===== config.mk =====
export PLATFORM = sky130hd
export DESIGN_NAME = axi_lite_rr_arbiter_flat
export DESIGN_NICKNAME = d
export VERILOG_FILES = /design/src/rtl/axi_lite_rr_arbiter_pkg.sv /design/src/rtl/axi_lite_rr_arbiter_if.sv /design/src/rtl/axi_lite_rr_arbiter_rr_pick.sv /design/src/rtl/axi_lite_rr_arbiter.sv /design/src/flat_wrapper.sv
export SDC_FILE = /design/constraint.sdc
export NUM_CORES = 1
export LEC_CHECK = 0
export BUFFER_PORTS_ARGS = -buffer_cell sky130_fd_sc_hd__buf_2
export CORE_UTILIZATION = 45
export CTS_BUF_LIST = sky130_fd_sc_hd__clkbuf_8 sky130_fd_sc_hd__clkbuf_16
export CTS_CLUSTER_DIAMETER = 50
export DETAILED_ROUTE_END_ITERATION = 6
export GPL_ROUTABILITY_DRIVEN = 0
export PLACE_DENSITY_LB_ADDON = 0.15
export SYNTH_ARGS = -nofsm -noshare
export SYNTH_HDL_FRONTEND = slang
export SYNTH_SLANG_ARGS = --single-unit

===== constraint.sdc =====
create_clock -name clk -period 1.8 [get_ports clk]
set_input_delay 0.18 -clock clk [delete_from_list [all_inputs] [get_ports clk]]
set_output_delay 0.18 -clock clk [all_outputs]
set_load 0.005 [all_outputs]

===== src/rtl/axi_lite_rr_arbiter_pkg.sv =====
// Shared types for the AXI-Lite round-robin arbiter.
// The state enum is also used by the bridge for debug visibility.
package axi_lite_pkg;

  typedef enum logic [1:0] {
    IDLE  = 2'd0,
    GRANT = 2'd1,
    BUSY  = 2'd2
  } arb_state_e;

endpackage


===== src/rtl/axi_lite_rr_arbiter_if.sv =====
// Arbiter control bundle for one AXI-Lite channel direction.
//   req         : per-master request (aw_valid / ar_valid)
//   addr_hs     : address handshake done at the slave side
//   resp_hs     : response handshake done on the granted master
//   grant       : one-hot grant
//   grant_idx   : binary index of the granted master
//   grant_valid : grant / grant_idx are meaningful
//   addr_phase  : address phase open; gates forwarding of master valids
//   timeout     : one-cycle watchdog expiry pulse
// master = requester/bridge side, slave = arbiter side.
interface axi_lite_rr_arbiter_if #(
  parameter int unsigned N = 4
);

  localparam int unsigned IW = $clog2(N);

  logic [N-1:0]  req;
  logic          addr_hs;
  logic          resp_hs;
  logic [N-1:0]  grant;
  logic [IW-1:0] grant_idx;
  logic          grant_valid;
  logic          addr_phase;
  logic          timeout;

  modport master (
    output req, addr_hs, resp_hs,
    input  grant, grant_idx, grant_valid, addr_phase, timeout
  );

  modport slave (
    input  req, addr_hs, resp_hs,
    output grant, grant_idx, grant_valid, addr_phase, timeout
  );

endinterface


===== src/rtl/axi_lite_rr_arbiter_rr_pick.sv =====
// Combinational round-robin pick: first set bit of req scanning upward
// from ptr, wrapping N-1 -> 0.
//   req      : request vector
//   ptr      : scan start position
//   pick     : one-hot winner (zero when no request)
//   pick_idx : binary index of the winner
//   any      : at least one request present
module rr_pick #(
  parameter int unsigned N = 4
) (
  input  logic [N-1:0]         req,
  input  logic [$clog2(N)-1:0] ptr,
  output logic [N-1:0]         pick,
  output logic [$clog2(N)-1:0] pick_idx,
  output logic                 any
);

  localparam int unsigned IW = $clog2(N);

  logic [N-1:0]   upper;
  logic [2*N-1:0] dbl;
  logic           found;

  // Low half holds requesters at or above ptr, high half the full vector,
  // so the lowest set bit of the doubled word is the wrapped winner.
  always_comb begin
    pick     = '0;
    pick_idx = '0;
    found    = 1'b0;
    upper    = '0;
    for (int unsigned i = 0; i < N; i++) begin
      upper[i] = req[i] && (IW'(i) >= ptr);
    end
    dbl = {req, upper};
    for (int unsigned i = 0; i < 2 * N; i++) begin
      if (!found && dbl[i]) begin
        found    = 1'b1;
        pick_idx = (i < N) ? IW'(i) : IW'(i - N);
      end
    end
    any = |req;
    if (any) pick[pick_idx] = 1'b1;
  end

endmodule


===== src/rtl/axi_lite_rr_arbiter.sv =====
// Transaction-level round-robin arbiter/sequencer for one AXI-Lite channel
// direction, with a response watchdog.
//   clk : clock, rising edge
//   rst : synchronous active-high reset
//   bus : arbiter control bundle (slave modport), see axi_lite_rr_arbiter_if
module axi_lite_rr_arbiter
  import axi_lite_pkg::*;
#(
  parameter int unsigned N       = 4,
  parameter int unsigned TIMEOUT = 256
) (
  input  logic                  clk,
  input  logic                  rst,
  axi_lite_rr_arbiter_if.slave  bus
);

  localparam int unsigned   IW       = $clog2(N);
  localparam int unsigned   CW       = (TIMEOUT == 0) ? 1 : $clog2(TIMEOUT + 1);
  localparam logic [CW-1:0] WD_LAST  = (TIMEOUT == 0) ? CW'(0) : CW'(TIMEOUT - 1);
  localparam logic [CW-1:0] WD_SAT   = CW'(TIMEOUT);
  localparam logic [IW-1:0] IDX_LAST = IW'(N - 1);

  arb_state_e    state_q, state_d;
  logic [IW-1:0] ptr_q, ptr_d;
  logic [N-1:0]  grant_q, grant_d;
  logic [IW-1:0] idx_q, idx_d;
  logic          gv_q, ap_q;
  logic          to_q, to_d;
  logic [CW-1:0] cnt_q, cnt_d;

  logic          resp_evt;
  logic [IW-1:0] ptr_adv;
  logic [IW-1:0] pick_ptr;
  logic [N-1:0]  pick;
  logic [IW-1:0] pick_idx;
  logic          pick_any;

  // A response completes in BUSY, or in GRANT when addr and resp coincide.
  assign resp_evt = bus.resp_hs &&
                    ((state_q == BUSY) || ((state_q == GRANT) && bus.addr_hs));
  assign ptr_adv  = (idx_q == IDX_LAST) ? '0 : idx_q + IW'(1);
  // Re-arbitration after a response uses the already-advanced pointer.
  assign pick_ptr = resp_evt ? ptr_adv : ptr_q;

  rr_pick #(.N(N)) u_pick (
    .req      (bus.req),
    .ptr      (pick_ptr),
    .pick     (pick),
    .pick_idx (pick_idx),
    .any      (pick_any)
  );

  // Next-state, grant and watchdog logic.
  always_comb begin
    state_d = state_q;
    grant_d = grant_q;
    idx_d   = idx_q;
    ptr_d   = ptr_q;
    cnt_d   = cnt_q;
    to_d    = 1'b0;
    unique case (state_q)
      IDLE: begin
        if (pick_any) begin
          state_d = GRANT;
          grant_d = pick;
          idx_d   = pick_idx;
        end
      end
      GRANT: begin
        if (bus.addr_hs && !bus.resp_hs) begin
          state_d = BUSY;
          cnt_d   = '0;
        end
      end
      BUSY: begin
        // Counter saturates one past the expiry value so the pulse is single.
        if (!bus.resp_hs && (TIMEOUT != 0)) begin
          if (cnt_q == WD_LAST) to_d = 1'b1;
          if (cnt_q != WD_SAT) cnt_d = cnt_q + CW'(1);
        end
      end
      default: state_d = IDLE;
    endcase
    if (resp_evt) begin
      ptr_d = ptr_adv;
      if (pick_any) begin
        state_d = GRANT;
        grant_d = pick;
        idx_d   = pick_idx;
      end else begin
        state_d = IDLE;
        grant_d = '0;
        idx_d   = '0;
      end
    end
  end

  // State, pointer and registered outputs.
  always_ff @(posedge clk) begin
    if (rst) begin
      state_q <= IDLE;
      ptr_q   <= '0;
      grant_q <= '0;
      idx_q   <= '0;
      gv_q    <= 1'b0;
      ap_q    <= 1'b0;
      to_q    <= 1'b0;
      cnt_q   <= '0;
    end else begin
      state_q <= state_d;
      ptr_q   <= ptr_d;
      grant_q <= grant_d;
      idx_q   <= idx_d;
      gv_q    <= (state_d != IDLE);
      ap_q    <= (state_d == GRANT);
      to_q    <= to_d;
      cnt_q   <= cnt_d;
    end
  end

  assign bus.grant       = grant_q;
  assign bus.grant_idx   = idx_q;
  assign bus.grant_valid = gv_q;
  assign bus.addr_phase  = ap_q;
  assign bus.timeout     = to_q;

endmodule


===== src/flat_wrapper.sv =====
// flat-port wrapper written by rule: the top's interface ports become plain ports
module axi_lite_rr_arbiter_flat import axi_lite_pkg::*;
#(
  parameter int unsigned N       = 4,
  parameter int unsigned TIMEOUT = 256
)
  (clk, rst, bus_req, bus_addr_hs, bus_resp_hs, bus_grant, bus_grant_idx, bus_grant_valid, bus_addr_phase, bus_timeout);
  axi_lite_rr_arbiter_if #(.N(N)) bus_i ();
  input  logic clk;
  input  logic rst;
  input wire logic [$bits(bus_i.req)-1:0] bus_req;
  input wire logic [$bits(bus_i.addr_hs)-1:0] bus_addr_hs;
  input wire logic [$bits(bus_i.resp_hs)-1:0] bus_resp_hs;
  output wire logic [$bits(bus_i.grant)-1:0] bus_grant;
  output wire logic [$bits(bus_i.grant_idx)-1:0] bus_grant_idx;
  output wire logic [$bits(bus_i.grant_valid)-1:0] bus_grant_valid;
  output wire logic [$bits(bus_i.addr_phase)-1:0] bus_addr_phase;
  output wire logic [$bits(bus_i.timeout)-1:0] bus_timeout;
  assign bus_i.req = bus_req;
  assign bus_i.addr_hs = bus_addr_hs;
  assign bus_i.resp_hs = bus_resp_hs;
  assign bus_grant = bus_i.grant;
  assign bus_grant_idx = bus_i.grant_idx;
  assign bus_grant_valid = bus_i.grant_valid;
  assign bus_addr_phase = bus_i.addr_phase;
  assign bus_timeout = bus_i.timeout;
  axi_lite_rr_arbiter #(.N(N), .TIMEOUT(TIMEOUT)) u_core (.clk(clk), .rst(rst), .bus(bus_i));
endmodule

-- After elaboration in Yosys (flattened, before gate mapping)
Cells that the tools add are included.
- output and inout port bits: 9
- input bits: 8
- flip-flop bits (word level): 22
- word-level logic and storage cells: 95
- bitwise logic cells: 1
- reductions and logical operators: 33
- equal/unequal tests: 9
- order comparisons: 6
- mux-type cells: 36
- add/sub/neg operators: 2
- operators with widths (cell ; number):
    2-bit two-way mux ; 15
    9-bit two-way mux ; 3
    9-bit one-hot mux with 2 select lines ; 1
    4-bit two-way mux ; 4
    1-bit logical AND ; 15
    1-bit two-way mux ; 11
    9-bit by 1-bit adder with 9-bit output (second input constant) ; 1
    9-bit by 8-bit equality test with 1-bit output (second input constant) ; 1
    9-bit != test (second input constant) ; 1
    1-bit zero test ; 8
    2-bit nonzero test ; 4
    2-bit != test (second input constant) ; 3
    2-bit one-hot mux with 3 select lines ; 1
    2-bit by 1-bit equality test with 1-bit output (second input constant) ; 2
    2-bit equality test (second input constant) ; 2
    1-bit by 2-bit >= comparator with 1-bit output (first input constant) ; 2
    2-bit >= comparator (first input constant) ; 2
    4-bit AND reduction ; 1
    4-bit OR reduction ; 1
    2-bit by 3-bit < comparator with 1-bit output (second input constant) ; 1
    3-bit OR reduction ; 1
    2-bit by 1-bit adder with 2-bit output (second input constant) ; 1
    1-bit demux with 2-bit select ; 1
    2-bit by 1-bit >= comparator with 1-bit output (second input constant) ; 1
    4 further kinds ; 4

-- Longest topological paths before layout
- depth in word-level cells: 36
- gate-level depth with buffers: 9
- depth with buffers taken out: 8

-- Cells and area by module
From an unflattened synthesis, not the netlist that was laid out.
- cell total of the unflattened synthesis: 150
- area, all modules: 1303.8 um^2
- modules (own cells, without submodules) (module ; instances ; seq. area each (um^2) ; cells an instance ; area an instance (um^2)):
    axi_lite_rr_arbiter ; 1 ; 440.4 ; 121 ; 1106.1
    rr_pick ; 1 ; 0.0 ; 29 ; 197.7

-- Worst setup path before layout
OpenSTA, ideal clock, no wires.
- path type: register -> register
- from: register u_core.cnt_q[6]
- to: register u_core.cnt_q[5]
- path slack: 0.084 ns
- clock period less this slack: 1.716 ns
- data required time: 1.671 ns
- arrival time: 1.587 ns
- setup time: 0.129 ns
- buffers on the path: 1
- stages on the path, launching flop included: 8
- cells stage by stage: dfxtp_1 -> or4_1 -> o41ai_2 -> a21oi_1 -> buf_6 -> nand4_1 -> xor2_1 -> nor2_1
- word-level cells in the longest chain between the ends: 3
- RTL lines (what ; RTL line ; source):
    from (decl) ; axi_lite_rr_arbiter.sv:29 ; logic [CW-1:0] cnt_q, cnt_d;
    from (signal assigned) ; axi_lite_rr_arbiter.sv:117 ; cnt_q <= cnt_d;
    9-bit != test ; axi_lite_rr_arbiter.sv:79 ; if (cnt_q != WD_SAT) cnt_d = cnt_q + CW'(1);
    2-bit != test (no line) ; - ;
    4-bit AND reduction (no line) ; - ;
No other way between the ends.
A chain may end at the register's enable or synchronous reset.

-- Worst setup path in the final report
- from: register u_core.cnt_q[6]
- to: register u_core.cnt_q[1]
The elaborated chain is that of the path after synthesis.

==> run metrics <==
number of core rows=18; critical-path maximum fanout=7; top_reg_cell synth=dfxtp_1; Worst Tran Pin Value=0.493 ns; Setup TNS=-0.00741 ns; crit start category=flip-flop; final-report hold violation count=0; pin count of the biggest net entering global routing=14; Overall Global Routing Usage=22.2%; final wirelength=3.09 mm; clock-pin slew on the worst setup and hold paths=0.08 ns; Initial Util=47.9%; Yosys top cell by area=dfxtp_1; Synth top area share=36.8%; vias in the first global route=1,032; Design Power=1.17 mW; max_cap viols=0; most common cell after layout, fill and taps aside=nor2_1; Max Clock Skew=0.00181 ns; Synth warnings=0; CTS tree=built; Unique masters post-synth=40; Longest Clk Path Bufs=2; placed cell areas=1390 sq um; minimum setup slack after placement=-0.0871 ns; # diodes=0; Synth-to-Final Area Change=39.7%; CP endpoint kind=flip-flop; RR Endpoint=u_core.cnt_q[1]; number of synthesized flops with an enable pin=0; sequential share of the synthesized area=36.8%; drc violations=0; DRT iter0 DRCs=18; fin. max-slew vios=0; FMAX=553 MHz; GRT Residual Overflow=0; Post-DRT Antenna Nets=0; Mapped Nets=155; total die area=2870 sq um; IO Count=17; routed via count=1,151; PortBufs=16; Max-slew headroom=67.1%; Num CTS Buffers=3; RSZ-0062 raised after global routing=true; Via density=5.48; Final period util=100%; Worst Hold Margin=0.227 ns; Hold Path Depth=3; mean area per synthesized cell=8.37 sq um; router iterations before antenna repair=4; Die Y=53.6 microns; RR Startpoint=u_core.cnt_q[6]; Wirelength per Cell=14.7 microns; Hold Path End=u_core.bus.grant[0]; worst hold path class=in -> reg; Leak=0.727 nW; Root Buffer=clkbuf_8; global-route wire length before repair=4.56 mm; Design Area, Final=1670 sq um; FF+latch count, synth=22; status=finished with violations; Mapped Cells=143; min-delay src=bus_req[0]; failing checks=setup timing; most frequent cells in the layout=23 x nor2_1, 21 x buf_4, 16 x buf_2, 16 x dfxtp_1, 10 x nand2_1; pwr/cell area=701 nW/um^2; die span in x=53.6 microns; H-tree depth=1; top cells by area, synth=dfxtp_1 37%, nor2_1 7.2%, xor2_1 4.4%, ha_1 4.2%, a21oi_1 3.3%; Final nets=193; min cycle time layout=1.81 ns; VDD IR max=518 uV; Clk Latency, worst-skew pair=0.26 ns; Core ar.=2500 sq um; Worst Path Required=1.95 ns; Sink Count=22; Setup violations, final=1; cell count of the worst reg-to-reg path=6; Final HPWL DP=2.01 mm; layout cells sized above 1=38.9%; Crit Path Class=reg -> reg; r2r setup slk=-0.007 ns; arrival time worst endpoint=1.96 ns; initial antenna violation count=0; # fillers=186; asr flop ratio synth=0%; setup ws final=-0.00741 ns; Mapped Area=1200 sq um
[kinds of logic (layout without fill, tap and decap cells)]
group / after synthesis / count (layout) / synth area share [%]
adders and majority gates: 4 / 4 / 4.18
AOI/OAI and AO/OA: 33 / 33 / 20.8
and+or+nand+nor: 63 / 63 / 27.7
muxes: 1 / 1 / 0.836
DFF: 22 / 22 / 36.8
buffers and inverters: 14 / 51 / 5.33
xor gates and xnor gates: 6 / 6 / 4.39
[final cells by class]
type	count	area, sq um	share of cell area, %
Multi-Input combinational cell	107	830	49.6
Sequential cell	22	453	27.1
Timing Repair Buffer	40	272	16.2
Clock buffer	4	55.1	3.29
Tap cell	30	37.5	2.24
Inverter	7	26.3	1.57
[cells in the mapped netlist (2+ instances only)]
cell / n
clkbuf_1: 3
nor3_1: 5
nand2_1: 10
dfxtp_1: 22
nand3_1: 2
xor2_1: 6
inv_1: 7
a21o_1: 3
ha_1: 4
o31ai_1: 2
o21ai_0: 5
nor3b_1: 2
nand4_1: 3
and3_1: 3
nand2b_1: 3
a21oi_1: 8
buf_2: 3
a211oi_1: 4
a32oi_1: 2
nor2_1: 23
nor2b_1: 4
[flip-flops by register name (all words and copies together) (netlist names)]
name	cells
u_core.bus.grant_valid	1
u_core.bus.addr_phase	1
u_core.bus.timeout	1
u_core.bus.grant	4
u_core.cnt_q	9
u_core.bus.grant_idx	2
u_core.state_q	2
u_core.ptr_q	2
[stage by stage]
step / utilization, % / cells
floorplan: - / 143
global placement: 55.6 / 197
detailed placement: 55.6 / 197
CTS: 58.5 / 202
global route: 66.9 / 210
finish: 66.9 / 210
[repair_timing]
item	CTS	global route
resized for setup	3	32
pin swaps	2	10
hold buffers	0	0
setup buffers	1	8
setup endpoints to repair	11	13
[report_power, final]
part           total [mW]  switching [mW]  internal (mW)
registers           0.526          0.0182          0.508
logic               0.288           0.144          0.144
clock network       0.359           0.164          0.195
[worst max path at each step]
stage,from,to,cells past startpoint
6_report,u_core.cnt_q[6],u_core.cnt_q[1],6
5_1_grt,u_core.cnt_q[6],u_core.cnt_q[6],6
4_1_cts,u_core.cnt_q[6],u_core.cnt_q[6],6
3_5_place_dp,u_core.state_q[1],u_core.cnt_q[6],6
3_3_place_gp,u_core.cnt_q[7],u_core.cnt_q[1],6
2_1_floorplan,u_core.cnt_q[6],u_core.cnt_q[5],7
[worst max-delay path, stage by stage, from the launching register on]
cell     delay [ns]
dfxtp_2        0.33
or4_4          0.54
o41ai_4        0.29
a21oi_4        0.13
buf_4          0.17
a31oi_2        0.18
nor2_1         0.05
[routing by layer]
metal  up-vias  wire length [microns]  GRT usage [%]
met1       531                   1350           28.1
met5         -                      0              0
li1        582                      -              -
met3        10                    108           3.11
met2        28                   1560           37.9
met4         0                     62           8.77
Power figures use the tool's default switching activity.
